**config.mk**
```make
export PLATFORM = sky130hd
export DESIGN_NAME = guess_game_ctrl
export DESIGN_NICKNAME = d
export VERILOG_FILES = /design/src/rtl/guess_game_ctrl.sv
export SDC_FILE = /design/constraint.sdc
export NUM_CORES = 1
export LEC_CHECK = 0
export ABC_AREA = 1
export CORE_MARGIN = 2
export CORE_UTILIZATION = 35
export DETAILED_ROUTE_END_ITERATION = 7
export GPL_TIMING_DRIVEN = 0
export PLACE_DENSITY = 0.54
export SLEW_MARGIN = 20
export SYNTH_ARGS = -nofsm -noshare
export SYNTH_HDL_FRONTEND = slang
export SYNTH_SLANG_ARGS = --single-unit
```
**constraint.sdc**
```tcl
create_clock -name clk -period 5.2 [get_ports clk]
set_input_delay 0.78 -clock clk [delete_from_list [all_inputs] [get_ports clk]]
set_output_delay 0.78 -clock clk [all_outputs]
set_load 0.05 [all_outputs]
```
**src/rtl/guess_game_ctrl.sv**
```systemverilog
// N-player code-guessing game controller: secret entry, turn sequencing,
// right/wrong scoring, win/draw hold timer and final secret reveal.
module guess_game_ctrl #(
  parameter  int NUM_PLAYERS = 2,
  parameter  int DIGITS      = 4,
  parameter  int DIGIT_W     = 4,
  parameter  int MAX_TURNS   = 8,
  parameter  int WIN_HOLD    = 50_000_000,
  localparam int CODE_W      = DIGITS * DIGIT_W,
  localparam int PW          = (NUM_PLAYERS > 2) ? $clog2(NUM_PLAYERS) : 1,
  localparam int CW          = $clog2(DIGITS + 1),
  localparam int TW          = 8
) (
  input  logic              clk,
  input  logic              rst,
  input  logic              submit,
  input  logic [CODE_W-1:0] code_in,
  input  logic [PW-1:0]     reveal_sel,
  output logic [2:0]        state,
  output logic [PW-1:0]     player,
  output logic [TW-1:0]     round,
  output logic              score_valid,
  output logic [CW-1:0]     last_right,
  output logic [CW-1:0]     last_wrong,
  output logic [PW-1:0]     winner,
  output logic              winner_valid,
  output logic [CODE_W-1:0] secret_out
);

  typedef enum logic [2:0] {
    SETUP  = 3'd0,
    GUESS  = 3'd1,
    SCORE  = 3'd2,
    WIN    = 3'd3,
    DRAW   = 3'd4,
    REVEAL = 3'd5
  } state_t;

  localparam int TMW = (WIN_HOLD > 1) ? $clog2(WIN_HOLD) : 1;
  localparam logic [PW-1:0]  LAST_P    = PW'(NUM_PLAYERS - 1);
  localparam logic [PW-1:0]  ONE_P     = PW'(1);
  localparam logic [TW-1:0]  LAST_R    = TW'(MAX_TURNS);
  localparam logic [TW-1:0]  ONE_R     = TW'(1);
  localparam logic [TMW-1:0] HOLD_LAST = TMW'(WIN_HOLD - 1);
  localparam logic [TMW-1:0] ONE_T     = TMW'(1);
  localparam logic [CW-1:0]  ONE_C     = CW'(1);

  state_t            cur, nxt;
  logic [CODE_W-1:0] secret   [NUM_PLAYERS];
  logic [CODE_W-1:0] secret_n [NUM_PLAYERS];
  logic [CODE_W-1:0] guess, guess_n;
  logic [TMW-1:0]    timer, timer_n;
  logic [PW-1:0]     player_n, winner_n, target_idx;
  logic [TW-1:0]     round_n;
  logic              score_valid_n, winner_valid_n;
  logic [CW-1:0]     last_right_n, last_wrong_n;
  logic [CODE_W-1:0] target;

  logic [CW-1:0]      hits, common, rank, avail;
  logic [DIGIT_W-1:0] gd;

  assign target_idx = (player == LAST_P) ? '0 : player + ONE_P;
  assign target     = secret[target_idx];
  assign state      = cur;
  assign secret_out = (cur == REVEAL && reveal_sel <= LAST_P) ? secret[reveal_sel] : '0;

  // Common-digit count without a per-value histogram: the k-th occurrence of a
  // value in the guess counts iff the target holds at least k of that value,
  // which sums to min(count_guess, count_target) per value.
  always_comb begin
    hits   = '0;
    common = '0;
    rank   = '0;
    avail  = '0;
    gd     = '0;
    for (int unsigned i = 0; i < DIGITS; i++) begin
      gd    = code_in[i*DIGIT_W +: DIGIT_W];
      rank  = '0;
      avail = '0;
      if (gd == target[i*DIGIT_W +: DIGIT_W]) hits = hits + ONE_C;
      for (int unsigned j = 0; j < DIGITS; j++) begin
        if (j <= i && code_in[j*DIGIT_W +: DIGIT_W] == gd) rank = rank + ONE_C;
        if (target[j*DIGIT_W +: DIGIT_W] == gd) avail = avail + ONE_C;
      end
      if (rank <= avail) common = common + ONE_C;
    end
  end

  always_comb begin
    nxt            = cur;
    player_n       = player;
    round_n        = round;
    score_valid_n  = 1'b0;
    last_right_n   = last_right;
    last_wrong_n   = last_wrong;
    winner_n       = winner;
    winner_valid_n = winner_valid;
    guess_n        = guess;
    timer_n        = timer;
    secret_n       = secret;
    case (cur)
      SETUP: begin
        if (submit) begin
          secret_n[player] = code_in;
          if (player == LAST_P) begin
            player_n = '0;
            round_n  = ONE_R;
            nxt      = GUESS;
          end else begin
            player_n = player + ONE_P;
          end
        end
      end
      GUESS: begin
        if (submit) begin
          guess_n       = code_in;
          last_right_n  = hits;
          last_wrong_n  = common - hits;
          score_valid_n = 1'b1;
          nxt           = SCORE;
        end
      end
      SCORE: begin
        // A full positional match is exactly guess == target.
        if (guess == target) begin
          winner_n       = player;
          winner_valid_n = 1'b1;
          nxt            = WIN;
        end else if (player == LAST_P && round == LAST_R) begin
          nxt = DRAW;
        end else if (player == LAST_P) begin
          player_n = '0;
          round_n  = round + ONE_R;
          nxt      = GUESS;
        end else begin
          player_n = player + ONE_P;
          nxt      = GUESS;
        end
      end
      WIN, DRAW: begin
        if (timer == HOLD_LAST) begin
          timer_n = '0;
          nxt     = REVEAL;
        end else begin
          timer_n = timer + ONE_T;
        end
      end
      REVEAL: ;
      default: nxt = SETUP;
    endcase
  end

  always_ff @(posedge clk or posedge rst) begin
    if (rst) begin
      cur          <= SETUP;
      player       <= '0;
      round        <= '0;
      score_valid  <= 1'b0;
      last_right   <= '0;
      last_wrong   <= '0;
      winner       <= '0;
      winner_valid <= 1'b0;
      guess        <= '0;
      timer        <= '0;
      for (int unsigned p = 0; p < NUM_PLAYERS; p++) secret[p] <= '0;
    end else begin
      cur          <= nxt;
      player       <= player_n;
      round        <= round_n;
      score_valid  <= score_valid_n;
      last_right   <= last_right_n;
      last_wrong   <= last_wrong_n;
      winner       <= winner_n;
      winner_valid <= winner_valid_n;
      guess        <= guess_n;
      timer        <= timer_n;
      secret       <= secret_n;
    end
  end

endmodule

```
# Word level (Yosys, flattened, before mapping)
# Index checks and enable logic that the tools add are counted.
[totals]
latch_bits = 0
rom_bits = 0
elab_cells = 167
output_inout_bits = 37
n_memories = 0
register_bits = 95
mem_bits_rw = 0
inputBits = 20
[op_classes]
bitwise = 4
muxes = 61
div_mod_pow = 0
addsub = 28
shifts = 0
n_lt_le_gt_ge = 9
n_reduce_logical = 12
n_mul = 0
n_eq_ne = 41
[op_table]
columns = ["cell", "n"]
rows = [
  ["16-bit two-way mux", 8],
  ["4-bit == test", 26],
  ["3-bit two-way mux", 25],
  ["3-bit by 1-bit adder with 3-bit output (second input constant)", 21],
  ["8-bit two-way mux", 5],
  ["32-bit bitwise mux", 1],
  ["26-bit by 1-bit adder with 26-bit output (second input constant)", 1],
  ["26-bit == test (second input constant)", 1],
  ["26-bit two-way mux", 1],
  ["16-bit demux with 1-bit select", 1],
  ["16-bit == test", 1],
  ["8-bit one-hot mux with 2 select lines", 1],
  ["1-bit two-way mux", 15],
  ["3-bit one-hot mux with 5 select lines", 1],
  ["2-bit != test (second input constant)", 7],
  ["3-bit less-or-equal comparator", 3],
  ["8-bit by 1-bit adder with 8-bit output (second input constant)", 1],
  ["8-bit by 4-bit == test with 1-bit output (second input constant)", 1],
  ["1-bit by 1-bit adder with 2-bit output (second input constant)", 3],
  ["3-bit by 2-bit == test with 1-bit output (second input constant)", 2],
  ["3-bit == test (second input constant)", 2],
  ["2-bit greater-or-equal comparator (second input constant)", 3],
  ["1-bit NOT with 2-bit output", 3],
  ["2-bit AND reduction", 3],
  ["16 further kinds", 19],
]

# Logic depth before layout (Yosys ltp)
[logic_depth]
depth_word = 23
ltp_mapped = 37
ltp_nobuf = 35

# Worst setup path after synthesis
# OpenSTA, ideal clock, no wires.
[synth_timing]
kind = "input to register"
startpoint = "in code_in[6]"
endpoint = "reg last_wrong[2]"
slack_ns = 0.220
cell_stages = 29
setup_ns = 0.125
t_arrival_ns = 4.856
required_ns = 5.075
path_cell_list = "clkbuf_1 > inv_1 > nand2_1 > nand2_1 > nor2_1 > nand2_1 > ha_1 > xnor2_1 > ha_1 > mux2i_1 > ha_1 > inv_1 > o21bai_1 > nand4_1 > ha_1 > inv_1 > xor2_1 > inv_1 > ha_1 > mux2_2 > fa_1 > inv_1 > nand2_1 > nand2_1 > nand2_1 > nand2_1 > inv_1 > nand3_1 > nand3_1"
[synth_between]
elab_chain_len = 15
elab_cells_between_ends = 37
cone_classes = "add/sub: 12; order compare: 3; eq/ne: 8; mux: 14"
[synth_rtl]
columns = ["element", "line", "text"]
rows = [
  ["start, declared", "17", "input logic [CODE_W-1:0] code_in,"],
  ["4-bit == test", "83", "if (target[j*DIGIT_W +: DIGIT_W] == gd) avail = avail + ONE_C;"],
  ["1-bit two-way mux", "83", ""],
  ["3-bit by 1-bit adder with 3-bit output", "83", ""],
  ["3-bit two-way mux", "83", ""],
  ["3-bit by 1-bit adder with 3-bit output", "83", ""],
  ["3-bit two-way mux", "83", ""],
  ["3-bit by 1-bit adder with 3-bit output", "83", ""],
  ["3-bit two-way mux", "83", ""],
  ["3-bit less-or-equal comparator", "85", "if (rank <= avail) common = common + ONE_C;"],
  ["2-bit two-way mux", "85", ""],
  ["3-bit by 1-bit adder with 3-bit output", "85", ""],
  ["3-bit two-way mux", "85", ""],
  ["3-bit by 1-bit adder with 3-bit output", "85", ""],
  ["3-bit two-way mux", "85", ""],
  ["3-bit subtractor *", "118", "last_wrong_n = common - hits;"],
  ["end signal, assigned", "172", "last_wrong <= last_wrong_n;"],
  ["end, declared", "24", "output logic [CW-1:0] last_wrong,"],
]
# Mark *: on every way between the ends. The rest lies on a longest branch, timed or not.
# A chain may end at the register's enable or synchronous reset.

# Final worst setup path
[layout_timing]
startpoint = "reg player"
endpoint = "reg last_wrong[2]"
[layout_between]
elab_chain_len = 23
elab_cells_between_ends = 73
cone_classes = "add/sub: 20; order compare: 4; eq/ne: 20; mux: 28; bitwise: 1"
[layout_rtl]
columns = ["element", "line", "text"]
rows = [
  ["start, declared", "20", "output logic [PW-1:0] player,"],
  ["start signal, assigned", "168", "player <= player_n;"],
  ["1-bit adder", "62", "assign target_idx = (player == LAST_P) ? '0 : player + ONE_P;"],
  ["1-bit two-way mux *", "62", ""],
  ["1-bit NOT with 2-bit output (not written as such) *", "63", "assign target = secret[target_idx];"],
  ["16-bit two-way mux (not written as such) * (3 in series)", "63", ""],
  ["4-bit == test", "80, 83", ""],
  ["1-bit two-way mux", "80, 83", ""],
  ["1-bit by 1-bit adder with 2-bit output", "80, 83", ""],
  ["3-bit two-way mux", "83", ""],
  ["[... 5 more ...]", "--", ""],
  ["1-bit two-way mux", "85", ""],
  ["1-bit by 1-bit adder with 2-bit output", "85", ""],
  ["2-bit two-way mux", "85", ""],
  ["3-bit by 1-bit adder with 3-bit output", "85", ""],
  ["3-bit two-way mux", "85", ""],
  ["3-bit by 1-bit adder with 3-bit output", "85", ""],
  ["3-bit two-way mux", "85", ""],
  ["3-bit subtractor *", "118", ""],
]
# Mark *: on every way between the ends. The rest lies on a longest branch, timed or not. The select of a mux whose other input is x is not followed.

==> run metrics <==
outcome finished, final reports clean; Final Skew about 7.9 ps; H-tree depth 3; wire per inst between 15 and 20 µm; Final nets 1300; CTS Buf Count 9; CTS root buffer clkbuf_16; vias in the first global route ~7000; GRT Total Usage 0.2085; largest net degree at the start of global routing 73; I/O Buffers 40; CTS tree built; Clock Tree Buf Depth 2; CP required around 5500 ps; latest clock arrival within the worst-skew pair around 360 ps; Worst-Margin Slew 786.2 ps; most frequent CP cell inv_2; layout cells sized above 1 0.1015; CP max FO 10; period utilisation layout 0.9565; Worst EP arrival around 5200 ps; Unique masters post-synth 44; global-route wire length before repair 38890 µm; number of synthesized register bits 95; Die W about 150 µm; Critical Path End Type register; CP peak stage delay about 400 ps; Vias/cell 4.982; maximum clock rate 201.1 MHz; Slowest-stage cell, CP dfrtp_1; IO Count between 50 and 60; crit start category register; leakage 4.674 nW; most frequent cells in the layout nand2_1 (414), inv_1 (128), dfrtp_1 (95); DRT iter0 DRCs approximately 540; # fillers 2313; Area contributors post-synth dfrtp_1 (31%), nand2_1 (21%), inv_1 (6.5%), xor2_1 (6.2%), ha_1 (5.3%); syn avg cell area between 6 and 7 µm²; Power, Total 5.621 mW; largest area contributor in the netlist dfrtp_1; RSZ-0062 raised after global routing true; Syn. warnings 0; Post-route DRC 0; # rows 54; Post-Syn Instances 1175; worst vdd ir ~0.00029 V; DP HPWL about 18000 µm; routed vias between 7000 and 8000; syn_nets 1229; TNS Setup 0 ps; clock-pin slew on the worst setup and hold paths approximately 80 ps; initial antenna violation count 0; Hold Vio Cnt, Final 0; total wire length 24430 µm; PwrDens 605.3 nW/µm²; die area roughly 23000 µm²; Slew HR 0.4759; Synth top area share 0.3055; CTS Sinks 95; Die H 153.1 µm; gpl congestion approximately 0.87; Post-CTS Hold Fix Bufs 0; starting density of the core 0.3566; antenna violation net count after detailed routing 0; cell area after synthesis a little under 8000 µm²; # diodes 0; total of max-cap violations 0; DRT Pass-1 Iters 4; Final min period between 4000 and 5000 ps; area growth from synthesis to layout 19.32%; worst hold path class register to register; core area ~22000 µm²; global route total overflow 0; final slew viol count 0; Crit Path Category register to register; commonest non-fill, non-tap cell in the layout nand2_1; post-synthesis sequential area ratio 0.3055; Final setup viols 0
-- power by group --
group          switching [mW]  internal (mW)
combinational            2.32           1.40
clock                   0.334          0.382
sequential              0.210          0.975
-- area by class of cell --
class                   count  area, µm²  share of cell area
plain buffers              40      221.5             0.02385
well taps                 280      350.3             0.03773
multi-input cells         900       4888              0.5264
inverters                 140      555.5             0.05982
clock inverters             6      75.07            0.008084
repair buffers             60      589.3             0.06346
flip-flops and latches     95       2377              0.2560
clock buffers              10      229.0             0.02466
-- cells by family after synthesis --
kind of cell	Yosys count	share of synthesized area
compound gates	104	0.07219
xor+xnor	76	0.08650
fa+ha+maj	34	0.05563
buf+inv	180	0.09341
flops	95	0.3055
mux	4	0.005306
simple gates	682	0.3815
-- critical path: cells and delay by family, from the launching register on --
family | cells | cell delay, ps
xor gates and xnor gates | 3 | 530
muxes | 2 | 330
buffers and inverters | 7 | 630
AOI/OAI and AO/OA | 1 | 180
and+or+nand+nor | 11 | 1260
DFF | 1 | 400
adders and majority gates | 5 | 1510
-- metal layers --
metal / vias to the layer above / wire length (µm) / GRT usage
met1: 3565 / 11380 / 0.2894
met3: 33 / 1321 / 0.03629
met5: - / 0 / 0
met2: 189 / 11180 / 0.3331
met4: 0 / 560 / 0.06129
li1: 3841 / - / -
-- repair_timing --
| item | in CTS | in global routing |
|---|---|---|
| pin swaps | 1 | 24 |
| gates resized for setup | 21 | 49 |
| setup buffers | 2 | 16 |
| gates cloned | 0 | 1 |
| endpoints found under the setup margin | 2 | 2 |
-- state kept, by name, summed over array words and instances, names as in the netlist --
signal,count
winner_valid,1
round,8
state,3
last_wrong,3
guess,16
last_right,3
secret,32
player,1
score_valid,1
winner,1
timer,26
-- through the flow --
stage	util	instance area [µm²]	instances	hold slack, ps	worst slack, ps
final	0.4255	9286	1531	468.1	226.1
after global routing	0.4255	9286	1531	502.8	-89.53
after CTS	0.4101	8950	1514	482.3	0.02709
after detailed placement	0.3925	8566	1496	458.0	-946.0
after global placement	0.3910	8533	1495	454.9	-891.0
after floorplan	-	7782	1175	474.5	219.7
-- path summary, 6_finish.rpt --
path | start | endpoint | slack, ps | cells after the start
min in group asynchronous | rst | guess[13] | 750 | 2
max in group asynchronous | rst | secret[27] | 3780 | 3
max | player | last_wrong[2] | 230 | 29
min reg2reg | winner_valid | winner_valid | 470 | 2
max reg2reg | player | last_wrong[2] | 230 | 29
min | winner_valid | winner_valid | 470 | 2
-- synthesized netlist by cell type (all sizes together) --
master and n:
nand4 28, o21ai 57, o21bai 1, or2 2, nor3 21, mux2 1
clkinv 5, fa 1, a21o 1, nand2 447, nand3b 3, nor2 84
a31o 1, mux2i 3, dfrtp 95, xor2 55, a221oi 1, ha 33
buf 14, inv 135, nor3b 2, o21a 10, and2 1, a21boi 1
nand3 85, and3 6, clkbuf 26, a21oi 31, nor4 3, xnor2 21
a31oi 1
Note: power is estimated with default switching activity, not from simulation.
